**src/rtl/axi4_stream_pkt_gen.sv**
```systemverilog
// AXI4-Stream packet transmitter: accepts a length/seed/routing command and
// emits an incrementing-data packet with SOF on tuser[0] and EOP on tlast.
module axi4_stream_pkt_gen #(
    parameter int TDATA_WIDTH = 32,
    parameter int TID_WIDTH   = 1,
    parameter int TDEST_WIDTH = 1,
    parameter int TUSER_WIDTH = 1,
    parameter int LEN_WIDTH   = 16
) (
    input  logic                     aclk,
    input  logic                     areset,
    input  logic                     cmd_valid,
    output logic                     cmd_ready,
    input  logic [LEN_WIDTH-1:0]     cmd_len,
    input  logic [TDATA_WIDTH-1:0]   cmd_seed,
    input  logic [TID_WIDTH-1:0]     cmd_tid,
    input  logic [TDEST_WIDTH-1:0]   cmd_tdest,
    output logic                     m_tvalid,
    input  logic                     m_tready,
    output logic [TDATA_WIDTH-1:0]   m_tdata,
    output logic [TDATA_WIDTH/8-1:0] m_tstrb,
    output logic [TDATA_WIDTH/8-1:0] m_tkeep,
    output logic                     m_tlast,
    output logic [TID_WIDTH-1:0]     m_tid,
    output logic [TDEST_WIDTH-1:0]   m_tdest,
    output logic [TUSER_WIDTH-1:0]   m_tuser,
    output logic                     busy,
    output logic                     pkt_done
);

    typedef enum logic {
        IDLE = 1'b0,
        SEND = 1'b1
    } state_t;

    state_t                  r_state;
    state_t                  w_stateNext;
    logic [TDATA_WIDTH-1:0]  r_data;
    logic [LEN_WIDTH-1:0]    r_cnt;
    logic [LEN_WIDTH-1:0]    r_len;
    logic [TID_WIDTH-1:0]    r_tid;
    logic [TDEST_WIDTH-1:0]  r_tdest;
    logic                    r_first;
    logic                    r_last;
    logic                    r_done;
    logic                    w_send;
    logic                    w_accept;
    logic                    w_hs;
    logic [LEN_WIDTH-1:0]    w_cntNext;
    logic [TDATA_WIDTH-1:0]  w_dataNext;

    assign w_send     = (r_state == SEND);
    assign w_accept   = cmd_valid && (r_state == IDLE);
    assign w_hs       = w_send && m_tready;
    assign w_cntNext  = r_cnt + LEN_WIDTH'(1);
    assign w_dataNext = r_data + TDATA_WIDTH'(1);

    always_ff @(posedge aclk or posedge areset) begin
        if (areset) begin
            r_state <= IDLE;
        end else begin
            r_state <= w_stateNext;
        end
    end

    // Handshake signals depend on state only, so m_tready never reaches an output combinationally.
    always_comb begin
        w_stateNext = r_state;
        cmd_ready   = 1'b0;
        m_tvalid    = 1'b0;
        busy        = 1'b0;
        case (r_state)
            IDLE: begin
                cmd_ready = 1'b1;
                if (cmd_valid) begin
                    w_stateNext = SEND;
                end
            end
            SEND: begin
                m_tvalid = 1'b1;
                busy     = 1'b1;
                if (m_tready && r_last) begin
                    w_stateNext = IDLE;
                end
            end
            default: w_stateNext = IDLE;
        endcase
    end

    // Beat registers only move on acceptance or handshake, which keeps them stable under backpressure.
    always_ff @(posedge aclk or posedge areset) begin
        if (areset) begin
            r_data  <= '0;
            r_cnt   <= '0;
            r_len   <= '0;
            r_tid   <= '0;
            r_tdest <= '0;
            r_first <= 1'b0;
            r_last  <= 1'b0;
            r_done  <= 1'b0;
        end else begin
            r_done <= w_hs && r_last;
            if (w_accept) begin
                r_len   <= cmd_len;
                r_tid   <= cmd_tid;
                r_tdest <= cmd_tdest;
                r_data  <= cmd_seed;
                r_cnt   <= '0;
                r_first <= 1'b1;
                r_last  <= (cmd_len == '0);
            end else if (w_hs) begin
                r_first <= 1'b0;
                if (r_last) begin
                    r_last <= 1'b0;
                end else begin
                    r_data <= w_dataNext;
                    r_cnt  <= w_cntNext;
                    r_last <= (w_cntNext == r_len);
                end
            end
        end
    end

    always_comb begin
        m_tuser    = '0;
        m_tuser[0] = r_first;
    end

    assign m_tdata  = r_data;
    assign m_tstrb  = {(TDATA_WIDTH/8){w_send}};
    assign m_tkeep  = {(TDATA_WIDTH/8){w_send}};
    assign m_tlast  = r_last;
    assign m_tid    = r_tid;
    assign m_tdest  = r_tdest;
    assign pkt_done = r_done;

endmodule

```
**config.mk**
```make
export PLATFORM = sky130hd
export DESIGN_NAME = axi4_stream_pkt_gen
export DESIGN_NICKNAME = d
export VERILOG_FILES = /design/src/rtl/axi4_stream_pkt_gen.sv
export SDC_FILE = /design/constraint.sdc
export NUM_CORES = 1
export LEC_CHECK = 0
export BUFFER_PORTS_ARGS = -buffer_cell sky130_fd_sc_hd__clkbuf_2
export CAP_MARGIN = 20
export CORE_MARGIN = 2
export CORE_UTILIZATION = 45
export DETAILED_ROUTE_END_ITERATION = 8
export PLACE_DENSITY = 0.69
export SLEW_MARGIN = 20
export SYNTH_ARGS = -nofsm -noshare
export SYNTH_HDL_FRONTEND = slang
export SYNTH_SLANG_ARGS = --single-unit
export TNS_END_PERCENT = 30
```
**constraint.sdc**
```tcl
create_clock -name aclk -period 6.45 [get_ports aclk]
set_input_delay 0.3225 -clock aclk [delete_from_list [all_inputs] [get_ports aclk]]
set_output_delay 0.3225 -clock aclk [all_outputs]
set_load 0.03 [all_outputs]
```
### Yosys cells after proc, flatten, opt, wreduce, memory -nomap -nowiden

Cells that the tools add are included.

* input bits: 54
* word-level logic and storage cells: 37
* output and inout port bits: 48
* register bits: 70

* mux-type cells: 16
* bitwise operators: 1
* equality and inequality tests: 2
* add/sub/neg operators: 2
* reduce and logical (&&, ||, !) cells: 7

Operator list (count)
* 32-bit two-way mux: 3
* 16-bit two-way mux: 3
* 32-bit by 1-bit adder with 32-bit output (second input constant): 1
* 16-bit by 1-bit adder with 16-bit output (second input constant): 1
* 16-bit equality test: 1
* 16-bit logical NOT: 1
* 1-bit two-way mux: 9
* 1-bit logical AND: 4
* 2-bit by 1-bit inequality test with 1-bit output (second input constant): 1
* 1-bit case mux with 2 select lines: 1
* 2-bit AND reduction: 1
* 2-bit nonzero test: 1
* 1-bit NOT: 1

### Longest topological paths before layout

Gate-level depths: netlist of run 1.

* depth after elaboration: 5
* depth in mapped cells: 9
* depth with buffers taken out: 7

### Worst setup path after synthesis of run 1

OpenSTA, ideal clock, no wires.

* path kind: register -> register
* start point: register r_state
* end point: register r_last, in the netlist m_tlast
* library setup time: 0.095 ns
* clock period less this slack: 2.368 ns
* data arrival time: 2.273 ns
* buffers on the path: 1
* stages on the path, launching flop included: 7
* required time: 6.355 ns
* setup slack: 4.082 ns
* path through: dfrtp_1 -> inv_1 -> or3_1 -> buf_2 -> a2111oi_0 -> o2111ai_1 -> o31ai_1

* cells in the longest elaborated chain, start to end: 3
* elaborated cells on any way between the ends: 5
* classes of those cells: 1 x mux; 1 x bitwise; 3 x reduce/logical

Ends and longest elaborated chain
* start: declaration: RTL line 36 `state_t r_state;`
* start signal: assignment: RTL line 62 `r_state <= w_stateNext;`
* 1-bit NOT
* 1-bit logical AND: RTL line 53 `assign w_accept = cmd_valid && (r_state == IDLE);`
* 1-bit two-way mux or 2-bit nonzero test (tied branches)
* end signal: assignment: RTL line 110 `r_last <= (cmd_len == '0);`
* end signal: assignment: RTL line 118 `r_last <= (w_cntNext == r_len);`
* end: declaration: RTL line 44 `logic r_last;`

Several ways; a longest one is shown, not always the timed one.
A chain may end at the register's enable or synchronous reset.

### Final worst setup path of run 1

* start point: register r_state
* end point: register r_data[4], in the netlist m_tdata[4]

* cells in the longest elaborated chain, start to end: 4
* elaborated cells on any way between the ends: 7
* classes of those cells: 1 x eq/ne; 1 x mux; 1 x bitwise; 4 x reduce/logical

Ends and longest elaborated chain
* 1-bit NOT
* 1-bit logical AND: RTL line 53
* 2-bit by 1-bit inequality test with 1-bit output (no line) or 2-bit nonzero test (tied branches)
* 2-bit AND reduction (no line)
* end signal: assignment: RTL line 107 `r_data <= cmd_seed;`
* end signal: assignment: RTL line 116 `r_data <= w_dataNext;`
* end: declaration: RTL line 38 `logic [TDATA_WIDTH-1:0] r_data;`

Several ways; a longest one is shown, not always the timed one.

==> impl_metrics.csv, run 1 <==
group,metric,value,unit
synthesis,yosysTopAreaCellShare,43.2,%
layout,final_common_cell,"nand2_1",
sta,slew-limit-headroom,28.2,%
route,drtIter0Drc,244,
critical_path,r2r-end,"m_tdata[4]",
global_route,grt_pass1_vias,3566,
clock_network,ctsResizeCount,0,
critical_path,crit_required,6.69,ns
clock_network,clock_insertion_delay_worst_skew,0.35,ns
layout,syn2layout_area_growth,17.0,%
pwr,vdd_drop_max,0.000140,V
synthesis,synthArstFlopShare,100,%
global_route,grt_pass1_wl,17200,um
synthesis,syn_area,4060,um^2
placed_design,place_congestion,0.854,
clock_network,clkSinkCount,70,
clock_network,cts_tree,"built",
sta,finalHoldViolations,0,
pwr,p_leak,0.00221,uW
floorplan,start_util,46.5,%
critical_path,path_cells,"inv_1 -> or3_2 -> nand2_1 -> o21ai_0 -> a221o_1",
layout,post-route-cell-area,4750,um^2
placed_design,post-dp-hpwl,7060,um
clock_network,path_clk_slew,0.08,ns
critical_path,startpoint_type,"flop",
floorplan,row_count,34,
layout,fin_nets,618,
global_route,grt_usage,21.7,%
placed_design,port_buffers,101,
critical_path,r2r_slack,3.56,ns
synthesis,synthTopCellsByArea,"dfrtp_1, nand2_1, o21ai_0",
sta,post-route-period-util,44.8,%
layout,n_antenna_cell,0,
hold_path,holdPathEnd,"m_tdata[22]",
critical_path,r2r_start,"r_state",
flow_run,maxCapViolCount,0,
floorplan,die-height,99.0,um
clock_network,cts_hold_buffers,0,
clock_network,ctsLongestPathBuffers,2,
sta,rsz0062_at_grt,"no",
synthesis,ys_ff_latch,70,
clock_network,root_buffer,"clkbuf_8",
hold_path,hold_depth,3,
floorplan,die_area,9790,um^2
floorplan,coreArea,8720,um^2
synthesis,syn_nets,538,
hold_path,holdCritStartpoint,"cmd_seed[22]",
synthesis,synth_edf_count,0,
critical_path,crit_slowest_cell,"or3_2",
floorplan,fp.dieW,99.0,um
synthesis,synthDistinctLibCells,51,
sta,final.setup.tns,0,ns
sta,slew_violations,0,
sta,fin_worst_skew,0.0119,ns
synthesis,synth_area_per_cell,8.42,um^2
critical_path,critPathMaxStageDelay,0.96,ns
route,drcViolationCount,0,
route,first_pass_iters,4,
global_route,antenna_found_initial,0,
route,wl,10300,um
synthesis,netlist_instances,482,
critical_path,crit_path_end_kind,"flop",
critical_path,ff2ff_path_depth,5,
pwr,powerDensity,256,nW/um^2
layout,drive_gt1_share,22.9,%
route,wl_per_cell,15.3,um
clock_network,htree_levels,3,
route,postRouteAntennaNets,0,
synthesis,yosysSeqAreaShare,43.2,%
clock_network,post-cts-setup-buffers,0,
critical_path,arrival,3.13,ns
sta,max_freq,346,MHz
synthesis,yosysTopAreaCell,"dfrtp_1",
placed_design,placed_area,4560,um^2
critical_path,criticalPathCategory,"flop to flop",
sta,max_slew.worst_pin.slew,1.08,ns
global_route,grt_max_degree,71,
clock_network,numCtsBuffers,9,
sta,fin_crit,2.89,ns
run_status,status,"finished clean",
global_route,overflow,0,
synthesis,synthFlopType,"dfrtp_1",
hold_path,worstHoldPathType,"primary input to flop",
floorplan,pin_count,102,
critical_path,path_max_fanout,57,
sta,setup_violations,0,
layout,layout.cells.most_common_list,"nand2_1, clkbuf_2, dfrtp_1",
synthesis,ys_warn_count,0,
route,viasPerCell,5.72,
route,vias,3864,
worst max-delay path by stage:
stage               startpoint    endpoint  slack, ns  cells after the start
floorplan              r_state     m_tlast       4.08                      6
detailed placement     r_state  m_tdata[4]       3.63                      5
global placement       r_state  m_tdata[7]       3.74                      5
CTS                    r_state  m_tdata[4]       3.62                      5
global route           r_state     m_tlast       3.34                      5
finish                 r_state  m_tdata[4]       3.56                      5
sequential cells by signal (all words and copies together), names as in the netlist:
signal,flops
m_tdata,32
r_cnt,16
r_len,16
m_tdest,1
m_tid,1
m_tlast,1
m_tuser,1
pkt_done,1
r_state,1
final cells by class:
| class | instances | area [um^2] |
|---|---|---|
| clock buffer | 10 | 128 |
| clock inverter | 6 | 62.6 |
| multi-input combinational | 368 | 2100 |
| sequential | 70 | 1750 |
| tap | 108 | 135 |
| timing repair buffer | 105 | 536 |
| fill | 828 | 3970 |
| inverter | 8 | 30.0 |
through the flow:
step / hold slack [ns] / instances / power [uW] / util [%] / worst slack [ns]
2_1_floorplan: 0.428 / 482 / 773 / - / 4.08
3_3_place_gp: 0.464 / 659 / 861 / 52.3 / 3.74
3_5_place_dp: 0.469 / 659 / 869 / 52.3 / 3.63
4_1_cts: 0.152 / 675 / 1230 / 54.4 / 3.62
5_1_grt: 0.158 / 675 / 1290 / 54.4 / 3.34
6_report: 0.166 / 675 / 1210 / 54.4 / 3.56
metal layers:
layer	vias to the layer above	global-route usage [%]	routed length (um)
li1	1877	-	-
met1	1838	30.2	4700
met2	133	34.2	4770
met3	16	3.40	685
met4	0	8.11	170
met5	-	0	0
critical path, delay by kind of cell, from the launching register on:
family / cells / cell delay, ns
buffers and inverters: 1 / 0.18
and+or+nand+nor: 2 / 1.43
AOI/OAI and AO/OA: 2 / 0.50
DFF: 1 / 0.65
cells by family after synthesis:
family,after synthesis,share of synthesized area [%]
xor+xnor,31,6.69
fa+ha+maj,2,0.617
flops,70,43.2
buf+inv,44,5.30
mux,1,0.247
compound gates,111,17.5
simple gates,223,26.5
synth_stat cells, drive strengths merged (2+ instances only):
master   count
nand4        8
nor3        12
buf         15
clkbuf      21
o31ai       11
nor4         7
and2         4
o21ai       46
ha           2
xnor2       17
nand2      110
a21o         2
o2bb2ai      2
a221o        8
nor2b        2
dfrtp       70
o311ai       8
a21oi       16
nand4b       2
and3        12
and4         5
a31oi        8
or3          4
inv          8
nand3       26
xor2        14
nor4b        2
o211ai       2
nor2        25
report_power, final:
group,switching [uW],total (uW),internal [uW],leakage (uW)
logic,174,286,112,0.00119
registers,78.1,576,498,0.000918
clock network,175,353,178,0.000100
Power figures use the tool's default switching activity.
==> run 2, diff against run 1 <==
--- a/config.mk
+++ b/config.mk
@@ -10,7 +10,7 @@
 export CORE_MARGIN = 2
 export CORE_UTILIZATION = 45
 export DETAILED_ROUTE_END_ITERATION = 8
-export PLACE_DENSITY = 0.69
+export PLACE_DENSITY = 0.72
 export SLEW_MARGIN = 20
 export SYNTH_ARGS = -nofsm -noshare
 export SYNTH_HDL_FRONTEND = slang
==> constraint.sdc (replaced) <==
create_clock -name aclk -period 2.35 [get_ports aclk]
set_input_delay 0.1175 -clock aclk [delete_from_list [all_inputs] [get_ports aclk]]
set_output_delay 0.1175 -clock aclk [all_outputs]
set_load 0.03 [all_outputs]
==> impl_metrics.csv, run 2 (synthesized netlist as in run 1, its figures left out) <==
group,metric,value,unit
run_status,status,"finished clean",
layout,nFillCells,764,
clock_network,root_buffer,"clkbuf_8",
sta,slew-limit-headroom,51.9,%
flow_run,maxCapViolCount,0,
route,drcViolationCount,0,
layout,multiInputGateArea,2100,um^2
floorplan,die_area,9790,um^2
route,wl,11100,um
route,first_pass_iters,5,
floorplan,start_util,46.5,%
clock_network,numCtsBuffers,9,
pwr,powerDensity,675,nW/um^2
sta,max_slew.worst_pin.slew,0.720,ns
layout,final-seq-area,1750,um^2
critical_path,startpoint_type,"flop",
floorplan,die-height,99.0,um
critical_path,arrival,2.50,ns
route,drtIter0Drc,225,
placed_design,post-dp-hpwl,7630,um
route,viasPerCell,5.62,
clock_network,clkSinkCount,70,
layout,n_antenna_cell,0,
critical_path,crit_path_end_kind,"flop",
sta,post-route-period-util,94.9,%
clock_network,ctsResizeCount,0,
route,postRouteAntennaNets,0,
clock_network,clock_insertion_delay_worst_skew,0.36,ns
pwr,p_clk_share,31.0,%
critical_path,crit_required,2.62,ns
critical_path,criticalPathCategory,"flop to flop",
pwr,seq_power_share,43.1,%
sta,rsz0062_at_grt,"no",
placed_design,place_congestion,0.831,
clock_network,path_clk_slew,0.08,ns
layout,drive_gt1_share,24.0,%
route,wl_per_cell,15.2,um
critical_path,path_max_fanout,8,
layout,layout.cells.non_filler,734,
sta,fin_crit,2.23,ns
placed_design,pre_cts_slack,0.141,ns
clock_network,htree_levels,3,
layout,syn2layout_area_growth,31.8,%
pwr,p_int,2390,uW
global_route,grt_usage,23.1,%
floorplan,coreArea,8720,um^2
pwr,p_leak,0.00249,uW
placed_design,placed_area,4720,um^2
sta,slew_violations,0,
pwr,vdd_drop_max,0.000473,V
sta,fin_worst_skew,0.0105,ns
layout,fin_util,61.3,%
floorplan,row_count,34,
pwr,swShare,33.7,%
pwr,pwr-share-comb,26.0,%
hold_path,worstHoldPathType,"primary input to flop",
sta,worst_slack,0.119,ns
global_route,antenna_found_initial,0,
layout,post-route-cell-area,5350,um^2
global_route,overflow,0,
floorplan,pin_count,102,
clock_network,cts_tree,"built",
global_route,grt_max_degree,54,
global_route,grt_pass1_vias,3818,
sta,worst_hold_slack,0.0167,ns
pwr,switchingPower,1210,uW
layout,fin_nets,678,
sta,setup_violations,0,
layout,largest_reg_flops,32,
placed_design,port_buffers,101,
route,vias,4125,
floorplan,fp.dieW,99.0,um
layout,final_common_cell,"nand2_1",
sta,finalHoldViolations,0,
sta,max_freq,448,MHz
placed_design,dp_cells,678,
global_route,grt_pass1_wl,18400,um
layout,layout.cells.most_common_list,"nand2_1, clkbuf_2, dfrtp_1",
clock_network,ctsLongestPathBuffers,2,
-- run 2: through the flow --
stage	setup TNS, ns	power, uW
finish	0	3610
CTS	0	3630
global route	0	3800
global placement	0	2420
floorplan	-0.000267	2120
detailed placement	0	2450
-- run 2: layer usage --
layer | wire length (um) | vias up | global-route usage [%]
li1 | - | 2003 | -
met1 | 4790 | 1939 | 30.7
met2 | 5410 | 169 | 38.9
met3 | 847 | 14 | 5.25
met4 | 89 | 0 | 4.53
met5 | 0 | - | 0
-- run 2: final timing paths --
check                           depth (start not counted)         start     endpoint  slack [ns]
worst max-delay path                                    7      r_cnt[0]      m_tlast        0.12
worst min-delay path                                    3  cmd_seed[10]  m_tdata[10]        0.02
worst max register to register                          7      r_cnt[0]      m_tlast        0.12
worst min register to register                          2         m_tid        m_tid        0.48
max in group asynchronous                               4        areset      m_tdest        1.27
min in group asynchronous                               3        areset  m_tdata[25]        0.42
-- run 2: repair_timing --
item	in CTS	in global routing
endpoints found under the hold margin	71	1
hold buffers	40	1
buffers inserted	0	0
-- run 2: worst max-delay path: stages, from the launching register on --
cell and delay (ns):
dfrtp_1 0.48, ha_1 0.20, and3_1 0.28, nand3_1 0.15, nor4bb_1 0.29, a31oi_1 0.08, a2111o_1 0.43, o31ai_1 0.24
-- run 2: layout make-up --
cell class	count	area share [%]
flip-flops and latches	70	32.8
multi-input cells	368	39.4
repair buffers	165	20.7
clock inverters	5	1.54
clock buffers	10	2.57
well taps	108	2.53
inverters	8	0.562
-- run 2: power groups by stage --
stage               Combinational (uW)  Clock [uW]  Sequential, uW
CTS                                936        1140            1550
floorplan                          448           0            1670
global route                      1030        1190            1580
global placement                   858           0            1560
finish                             937        1120            1550
detailed placement                 878           0            1570
